==> config.mk <==
export PLATFORM = sky130hd
export DESIGN_NAME = traffic_phase_ctrl
export DESIGN_NICKNAME = d
export VERILOG_FILES = /design/src/rtl/traffic_phase_ctrl.sv
export SDC_FILE = /design/constraint.sdc
export NUM_CORES = 1
export LEC_CHECK = 0
export ABC_CLOCK_PERIOD_IN_PS = 10000
export BUFFER_PORTS_ARGS = -buffer_cell sky130_fd_sc_hd__buf_2
export CAP_MARGIN = 40
export CORE_AREA = 2 2 123 155
export DETAILED_ROUTE_END_ITERATION = 6
export DIE_AREA = 0 0 125 157
export PLACE_DENSITY = 0.6
export SLEW_MARGIN = 20
export SYNTH_ARGS = -nofsm -noshare
export SYNTH_HDL_FRONTEND = slang
export SYNTH_SLANG_ARGS = --single-unit
==> constraint.sdc <==
create_clock -name clk -period 10 [get_ports clk]
set_input_delay 0.5 -clock clk [delete_from_list [all_inputs] [get_ports clk]]
set_output_delay 0.5 -clock clk [all_outputs]
set_load 0.01 [all_outputs]
==> src/rtl/traffic_phase_ctrl.sv <==
// rtl/traffic_phase_ctrl.sv - N-phase traffic-light sequencer with night flash and key-set durations
// Optional feature: define ALLRED_EN to insert an all-red clearance state after every yellow.
// Ports:
//   clk, rst_n            clock, asynchronous active-low reset
//   mode[1:0]             00 run, 01 night, 10 set green, 11 set yellow
//   set_phase             phase whose duration the keys edit in the set modes
//   key_plus, key_sub     raw keys, a press is a 1->0 edge after synchronisation
//   red/yellow/green      per-phase lamp drives
//   phase_o, state_o      active phase, state (0 NIGHT, 1 GREEN, 2 YELLOW, 3 ALLRED)
//   remain_o              seconds left in the current state
//   set_val_o             duration under edit (0 in run/night)
//   tick_o                one-cycle 1 s tick
module traffic_phase_ctrl #(
  parameter int N_PHASE    = 2,
  parameter int PH_W       = 3,
  parameter int CNT_W      = 11,
  parameter int GREEN_DEF  = 8,
  parameter int YELLOW_DEF = 6,
  parameter int ALLRED_DUR = 1,
  parameter int TICK_DIV   = 12_000_000
) (
  input  logic               clk,
  input  logic               rst_n,
  input  logic [1:0]         mode,
  input  logic [PH_W-1:0]    set_phase,
  input  logic               key_plus,
  input  logic               key_sub,
  output logic [N_PHASE-1:0] red,
  output logic [N_PHASE-1:0] yellow,
  output logic [N_PHASE-1:0] green,
  output logic [PH_W-1:0]    phase_o,
  output logic [1:0]         state_o,
  output logic [CNT_W-1:0]   remain_o,
  output logic [CNT_W-1:0]   set_val_o,
  output logic               tick_o
);

  typedef enum logic [1:0] {
    ST_NIGHT  = 2'd0,
    ST_GREEN  = 2'd1,
    ST_YELLOW = 2'd2,
    ST_ALLRED = 2'd3
  } state_t;

  localparam logic [1:0]       MODE_RUN   = 2'b00;
  localparam logic [1:0]       MODE_NIGHT = 2'b01;
  localparam int               PS_W       = (TICK_DIV > 1) ? $clog2(TICK_DIV) : 1;
  localparam logic [PS_W-1:0]  PS_LAST    = PS_W'(TICK_DIV - 1);
  localparam logic [CNT_W-1:0] CNT_MAX    = '1;
  localparam logic [CNT_W-1:0] CNT_ONE    = CNT_W'(1);
  localparam logic [CNT_W-1:0] ALLRED_LD  = (ALLRED_DUR < 1) ? CNT_ONE : CNT_W'(ALLRED_DUR);
  localparam logic [PH_W-1:0]  LAST_PH    = PH_W'(N_PHASE - 1);

  state_t           state_q, nxt_state;
  logic [PH_W-1:0]  phase_q, nxt_phase, phase_inc;
  logic [CNT_W-1:0] cnt_q, cnt_run, cnt_d, load_val;
  logic             load, flash_q, flash_d;
  logic [PS_W-1:0]  presc_q;
  logic             tick;
  logic [2:0]       plus_sr, sub_sr;
  logic             plus_edge, sub_edge, edit_en;
  logic [CNT_W-1:0] green_dur  [N_PHASE];
  logic [CNT_W-1:0] yellow_dur [N_PHASE];
  logic [CNT_W-1:0] g_nxt, y_nxt, g_set, y_set;

  // Free-running prescaler; the tick is the last count of each period.
  assign tick = (presc_q == PS_LAST);

  always_ff @(posedge clk or negedge rst_n) begin
    if (!rst_n)    presc_q <= '0;
    else if (tick) presc_q <= '0;
    else           presc_q <= presc_q + PS_W'(1);
  end

  // Two sync flops plus one history flop per key; idle level is high so
  // leaving reset with a released key never produces a press.
  always_ff @(posedge clk or negedge rst_n) begin
    if (!rst_n) begin
      plus_sr <= '1;
      sub_sr  <= '1;
    end else begin
      plus_sr <= {plus_sr[1:0], key_plus};
      sub_sr  <= {sub_sr[1:0], key_sub};
    end
  end

  assign plus_edge = plus_sr[2] & ~plus_sr[1];
  assign sub_edge  = sub_sr[2] & ~sub_sr[1];
  // Both keys at once cancel out; only the set modes accept edits.
  assign edit_en   = mode[1] & (plus_edge ^ sub_edge);

  function automatic logic [CNT_W-1:0] bump(input logic [CNT_W-1:0] v, input logic up);
    if (up) return (v == CNT_MAX) ? v : v + CNT_ONE;
    else    return (v <= CNT_ONE) ? CNT_ONE : v - CNT_ONE;
  endfunction

  always_ff @(posedge clk or negedge rst_n) begin
    if (!rst_n) begin
      for (int i = 0; i < N_PHASE; i++) begin
        green_dur[i]  <= CNT_W'(GREEN_DEF);
        yellow_dur[i] <= CNT_W'(YELLOW_DEF);
      end
    end else if (edit_en) begin
      for (int i = 0; i < N_PHASE; i++) begin
        if (set_phase == PH_W'(i)) begin
          if (mode[0]) yellow_dur[i] <= bump(yellow_dur[i], plus_edge);
          else         green_dur[i]  <= bump(green_dur[i], plus_edge);
        end
      end
    end
  end

  // Duration lookups for the phase being entered and the phase being edited.
  always_comb begin
    g_nxt = '0;
    y_nxt = '0;
    g_set = '0;
    y_set = '0;
    for (int i = 0; i < N_PHASE; i++) begin
      if (nxt_phase == PH_W'(i)) begin
        g_nxt = green_dur[i];
        y_nxt = yellow_dur[i];
      end
      if (set_phase == PH_W'(i)) begin
        g_set = green_dur[i];
        y_set = yellow_dur[i];
      end
    end
  end

  always_comb begin
    case (nxt_state)
      ST_GREEN:  load_val = g_nxt;
      ST_YELLOW: load_val = y_nxt;
      ST_ALLRED: load_val = ALLRED_LD;
      default:   load_val = '0;
    endcase
  end

  assign phase_inc = (phase_q == LAST_PH) ? '0 : phase_q + PH_W'(1);

  // Set modes fall through every branch below, so FSM and counter hold.
  always_comb begin
    nxt_state = state_q;
    nxt_phase = phase_q;
    cnt_run   = cnt_q;
    load      = 1'b0;
    if (mode == MODE_NIGHT) begin
      nxt_state = ST_NIGHT;
      cnt_run   = '0;
    end else if (state_q == ST_NIGHT) begin
      if (mode == MODE_RUN) begin
        nxt_state = ST_GREEN;
        nxt_phase = '0;
        load      = 1'b1;
      end
    end else if (mode == MODE_RUN && tick) begin
      if (cnt_q > CNT_ONE) begin
        cnt_run = cnt_q - CNT_ONE;
      end else begin
        load = 1'b1;
        case (state_q)
          ST_GREEN: nxt_state = ST_YELLOW;
`ifdef ALLRED_EN
          ST_YELLOW: nxt_state = ST_ALLRED;
`else
          ST_YELLOW: begin
            nxt_state = ST_GREEN;
            nxt_phase = phase_inc;
          end
`endif
          default: begin
            nxt_state = ST_GREEN;
            nxt_phase = phase_inc;
          end
        endcase
      end
    end
  end

  assign cnt_d   = load ? load_val : cnt_run;
  assign flash_d = flash_q ^ (state_q == ST_NIGHT && tick);

  always_ff @(posedge clk or negedge rst_n) begin
    if (!rst_n) begin
      state_q <= ST_NIGHT;
      phase_q <= '0;
      cnt_q   <= '0;
      flash_q <= 1'b0;
    end else begin
      state_q <= nxt_state;
      phase_q <= nxt_phase;
      cnt_q   <= cnt_d;
      flash_q <= flash_d;
    end
  end

  always_comb begin
    red    = '0;
    yellow = '0;
    green  = '0;
    case (state_q)
      ST_NIGHT: yellow = {N_PHASE{flash_q}};
      ST_GREEN, ST_YELLOW: begin
        for (int i = 0; i < N_PHASE; i++) begin
          if (phase_q == PH_W'(i)) begin
            green[i]  = (state_q == ST_GREEN);
            yellow[i] = (state_q == ST_YELLOW);
          end else begin
            red[i] = 1'b1;
          end
        end
      end
      default: red = '1;
    endcase
  end

  always_comb begin
    case (mode)
      2'b10:   set_val_o = g_set;
      2'b11:   set_val_o = y_set;
      default: set_val_o = '0;
    endcase
  end

  assign phase_o  = phase_q;
  assign state_o  = state_q;
  assign remain_o = cnt_q;
  assign tick_o   = tick;

endmodule

==> Implementation_results.wiki <==
{| class="wikitable"
! Metric !! Value
|-
| Period minus WS final || between 3000 and 4000 ps
|-
| Final-report hold violation count || 0
|-
| Element type at the critical path start || flop
|-
| Port Buffers || between 40 and 50
|-
| Largest net degree at the start of global routing || 55
|-
| P&R area growth vs syn || 11.8%
|-
| Highest clock frequency the design can meet || around 280 MHz
|-
| Post-Syn Nets || 763
|-
| Synth Area per Inst || 8.51 um2
|-
| Maximum vdd drop || between 0.08 and 0.09 mV
|-
| CTS tree || done
|-
| Number of global-route vias before repair || between 5k and 6k
|-
| Count of unique library cells instantiated by Yosys || 64
|-
| Routed wire per std cell || approximately 17 um
|-
| Clock network latency to the later pin of the worst-skew pair || 360 ps
|-
| Max FO, Critical Path || 11
|-
| Number of buffers inserted to repair setup after CTS || 0
|-
| Fin crit share || around 36%
|-
| Most common library cell in the layout ignoring fill and taps || nand2_1
|-
| Via count normalized by instance count || between 5 and 6
|-
| Async set-reset flop share out of synthesis || between 90% and 100%
|-
| Power density of the placed cells || approximately 170 nW/um2
|-
| Die X || ~130 um
|-
| GPL Wtd Cong || 0.840
|-
| Setup repair after global routing missed its margin || no
|-
| Most frequent cells in the layout || nand2_1, nor2_1, dfrtp_1, o21ai_0, buf_2
|-
| Cell with the biggest individual delay on the critical path || a221oi_2
|-
| Worst stage delay on the critical path || between 600 and 700 ps
|-
| Area after detailed placement || 6680 um2
|-
| Cell-by-cell listing of the critical path || or4b_4 -> nor4_4 -> and4_1 -> mux2_2 -> a221oi_2 -> buf_6 -> a22oi_1 -> o22a_1 -> o21ai_0
|-
| Post-synth EDFFs || 0
|-
| Remaining number of nets flagged by the antenna check after routing || 0
|-
| Overall Global Routing Usage || 17.9%
|-
| Status || finished, final reports clean
|-
| H-Tree Level Count || 3
|-
| Ratio of cells with drive above 1 in the final layout || between 10 and 15%
|-
| Gate count of the mapped netlist || 735
|-
| Site Rows || 55
|-
| First drt pass iteration count || 5
|-
| Reported leakage power || approximately 3.0 nW
|-
| Number of endpoints failing setup at the final stage || 0
|-
| Kind of path behind the tightest hold check || in -> async
|-
| Sequential share of the synthesized area || approximately 37%
|-
| Slew @ Worst Pin || around 840 ps
|-
| Overall die area || between 15000 and 20000 um2
|-
| Vertical die dimension || around 160 um
|-
| # IOs || 43
|-
| Initial core utilization || between 30% and 40%
|-
| Number of remaining DRC errors || 0
|-
| Total inserted antenna cells || 0
|-
| Power Total || roughly 1.2 mW
|-
| Type of element capturing the critical path || flop
|-
| Number of clock sinks || just over 90
|-
| Count of pins over their slew limit || 0
|-
| Overflow left after global routing || 0
|-
| Dominant register cell in the synthesized netlist || dfrtp_1
|-
| Worst hold slack || 38.8 ps
|-
| Worst setup slack after placement || 6480 ps
|-
| Required arrival time at the worst endpoint || 10270 ps
|-
| Total of hold buffers inserted after clock tree synthesis || 0
|-
| Final-layout fill cell count || 1831
|-
| Number of storage elements in the synthesis netlist || 91
|-
| Core Region || 18000 um2
|-
| Slew Limit Headroom || 43.3%
|-
| Combined area of all synthesized cells || 6250 um2
|-
| Number of nets in the layout || slightly below 800
|-
| Post-synth top area share || roughly a third
|-
| Number of gates resized after cts || 0
|-
| Yosys warns || 0
|-
| Number of CTS-inserted buffers || 9
|-
| Global-route wire length before repair || ~28000 um
|-
| Clock Tree Root || clkbuf_16
|-
| Arrival time at the worst endpoint || 3900 ps
|-
| Post-route worst setup slack || 6380 ps
|-
| Initial antenna violation count || 0
|-
| Max-Cap Viols || 0
|-
| Clock-pin slew reported for the worst setup and hold paths after clock tree synthesis || 70 ps
|-
| Aggregate negative setup slack || 0 ps
|-
| Overall routed net length || 17100 um
|-
| Clock Skews || between 9 and 10 ps
|-
| Category of the most critical setup path || reg -> reg
|-
| Detailed-placement wirelength estimate || 12600 um
|-
| Via count || ~5.6k
|-
| Violation count after the first detailed-routing iteration || between 400 and 500
|-
| Largest cells by area after synthesis || dfrtp_1, dfstp_2, nand2_1
|-
| Summed area of non-filler cells in the final layout || approximately 7000 um2
|-
| Largest area contributor in the netlist || dfrtp_1
|-
| Buffer levels on the longest clock path || 2
|}
layer usage:
layer	wire length, um	GRT usage (%)
met2	8070	29.6
met1	7850	23.5
met3	835	3.43
met4	379	6.19
met5	0	0
power breakdown:
part           switching, mW  total, mW  leakage, nW  internal, mW
Sequential            0.0645      0.467         1.19         0.402
Combinational          0.221      0.362         1.67         0.142
Clock                  0.157      0.360        0.153         0.203
Total                  0.442       1.19         3.01         0.747
per-stage QoR:
step,cells,utilization (%)
2_1_floorplan,735,-
5_1_grt,988,38.8
4_1_cts,988,38.8
3_3_place_gp,969,36.8
3_5_place_dp,972,37.1
6_report,988,38.8
cell usage after synthesis, types with 16 or more instances:
| cell | number |
|---|---|
| clkbuf_1 | 35 |
| dfrtp_1 | 79 |
| nor3_1 | 20 |
| nand3_1 | 34 |
| o21ai_0 | 51 |
| nor2_1 | 82 |
| xnor2_1 | 29 |
| inv_1 | 20 |
| xor2_1 | 22 |
| and3_1 | 23 |
| nand4_1 | 16 |
| a22oi_1 | 21 |
| ha_1 | 19 |
| a21oi_1 | 35 |
| nand2_1 | 84 |
state kept, by name, indices dropped and copies added, names as in the netlist:
signal      count
remain_o       11
state_o         2
plus_sr         3
flash_q         1
phase_o         3
sub_sr          3
presc_q        24
yellow_dur     22
green_dur      22
cells by family (layout without fill, tap and decap cells):
kind of cell / count (synthesis) / count (layout) / synth area share (%)
AO/OA/AOI/OAI: 174 / 174 / 18.1
XOR/XNOR: 51 / 51 / 7.14
adder cells (fa/ha/maj): 19 / 19 / 3.80
buffers and inverters: 63 / 88 / 4.00
flip-flops: 91 / 91 / 36.7
multiplexers: 18 / 18 / 5.16
AND/OR/NAND/NOR: 319 / 319 / 25.1
layout make-up:
| cell class | instances | area [um2] | share of cell area, % |
|---|---|---|---|
| Timing Repair Buffer | 52 | 312 | 4.46 |
| Inverter | 20 | 75.1 | 1.07 |
| Clock inverter | 6 | 70.1 | 1.00 |
| Tap cell | 228 | 285 | 4.08 |
| Clock buffer | 10 | 239 | 3.42 |
| Multi-Input combinational cell | 581 | 3720 | 53.2 |
| Sequential cell | 91 | 2290 | 32.8 |
final timing paths:
kind	startpoint	end	slack [ps]	cells past startpoint
worst max-delay path	presc_q[8]	remain_o[1]	6380	9
worst min-delay path	rst_n	yellow_dur[0]	40	1
worst min register to register	sub_sr[0]	sub_sr[1]	360	0
worst max register to register	presc_q[8]	remain_o[1]	6380	9
min in group clk	key_plus	plus_sr[0]	240	1
max in group asynchronous	rst_n	green_dur[3]	9010	3
worst max-delay path, delay by kind of cell (launching register included):
kind / cells / cell delay (ps)
muxes: 1 / 380
AOI/OAI and AO/OA: 4 / 1100
and+or+nand+nor: 3 / 1370
buffers and inverters: 1 / 240
DFF: 1 / 450
(Power assumes the default switching activity.)
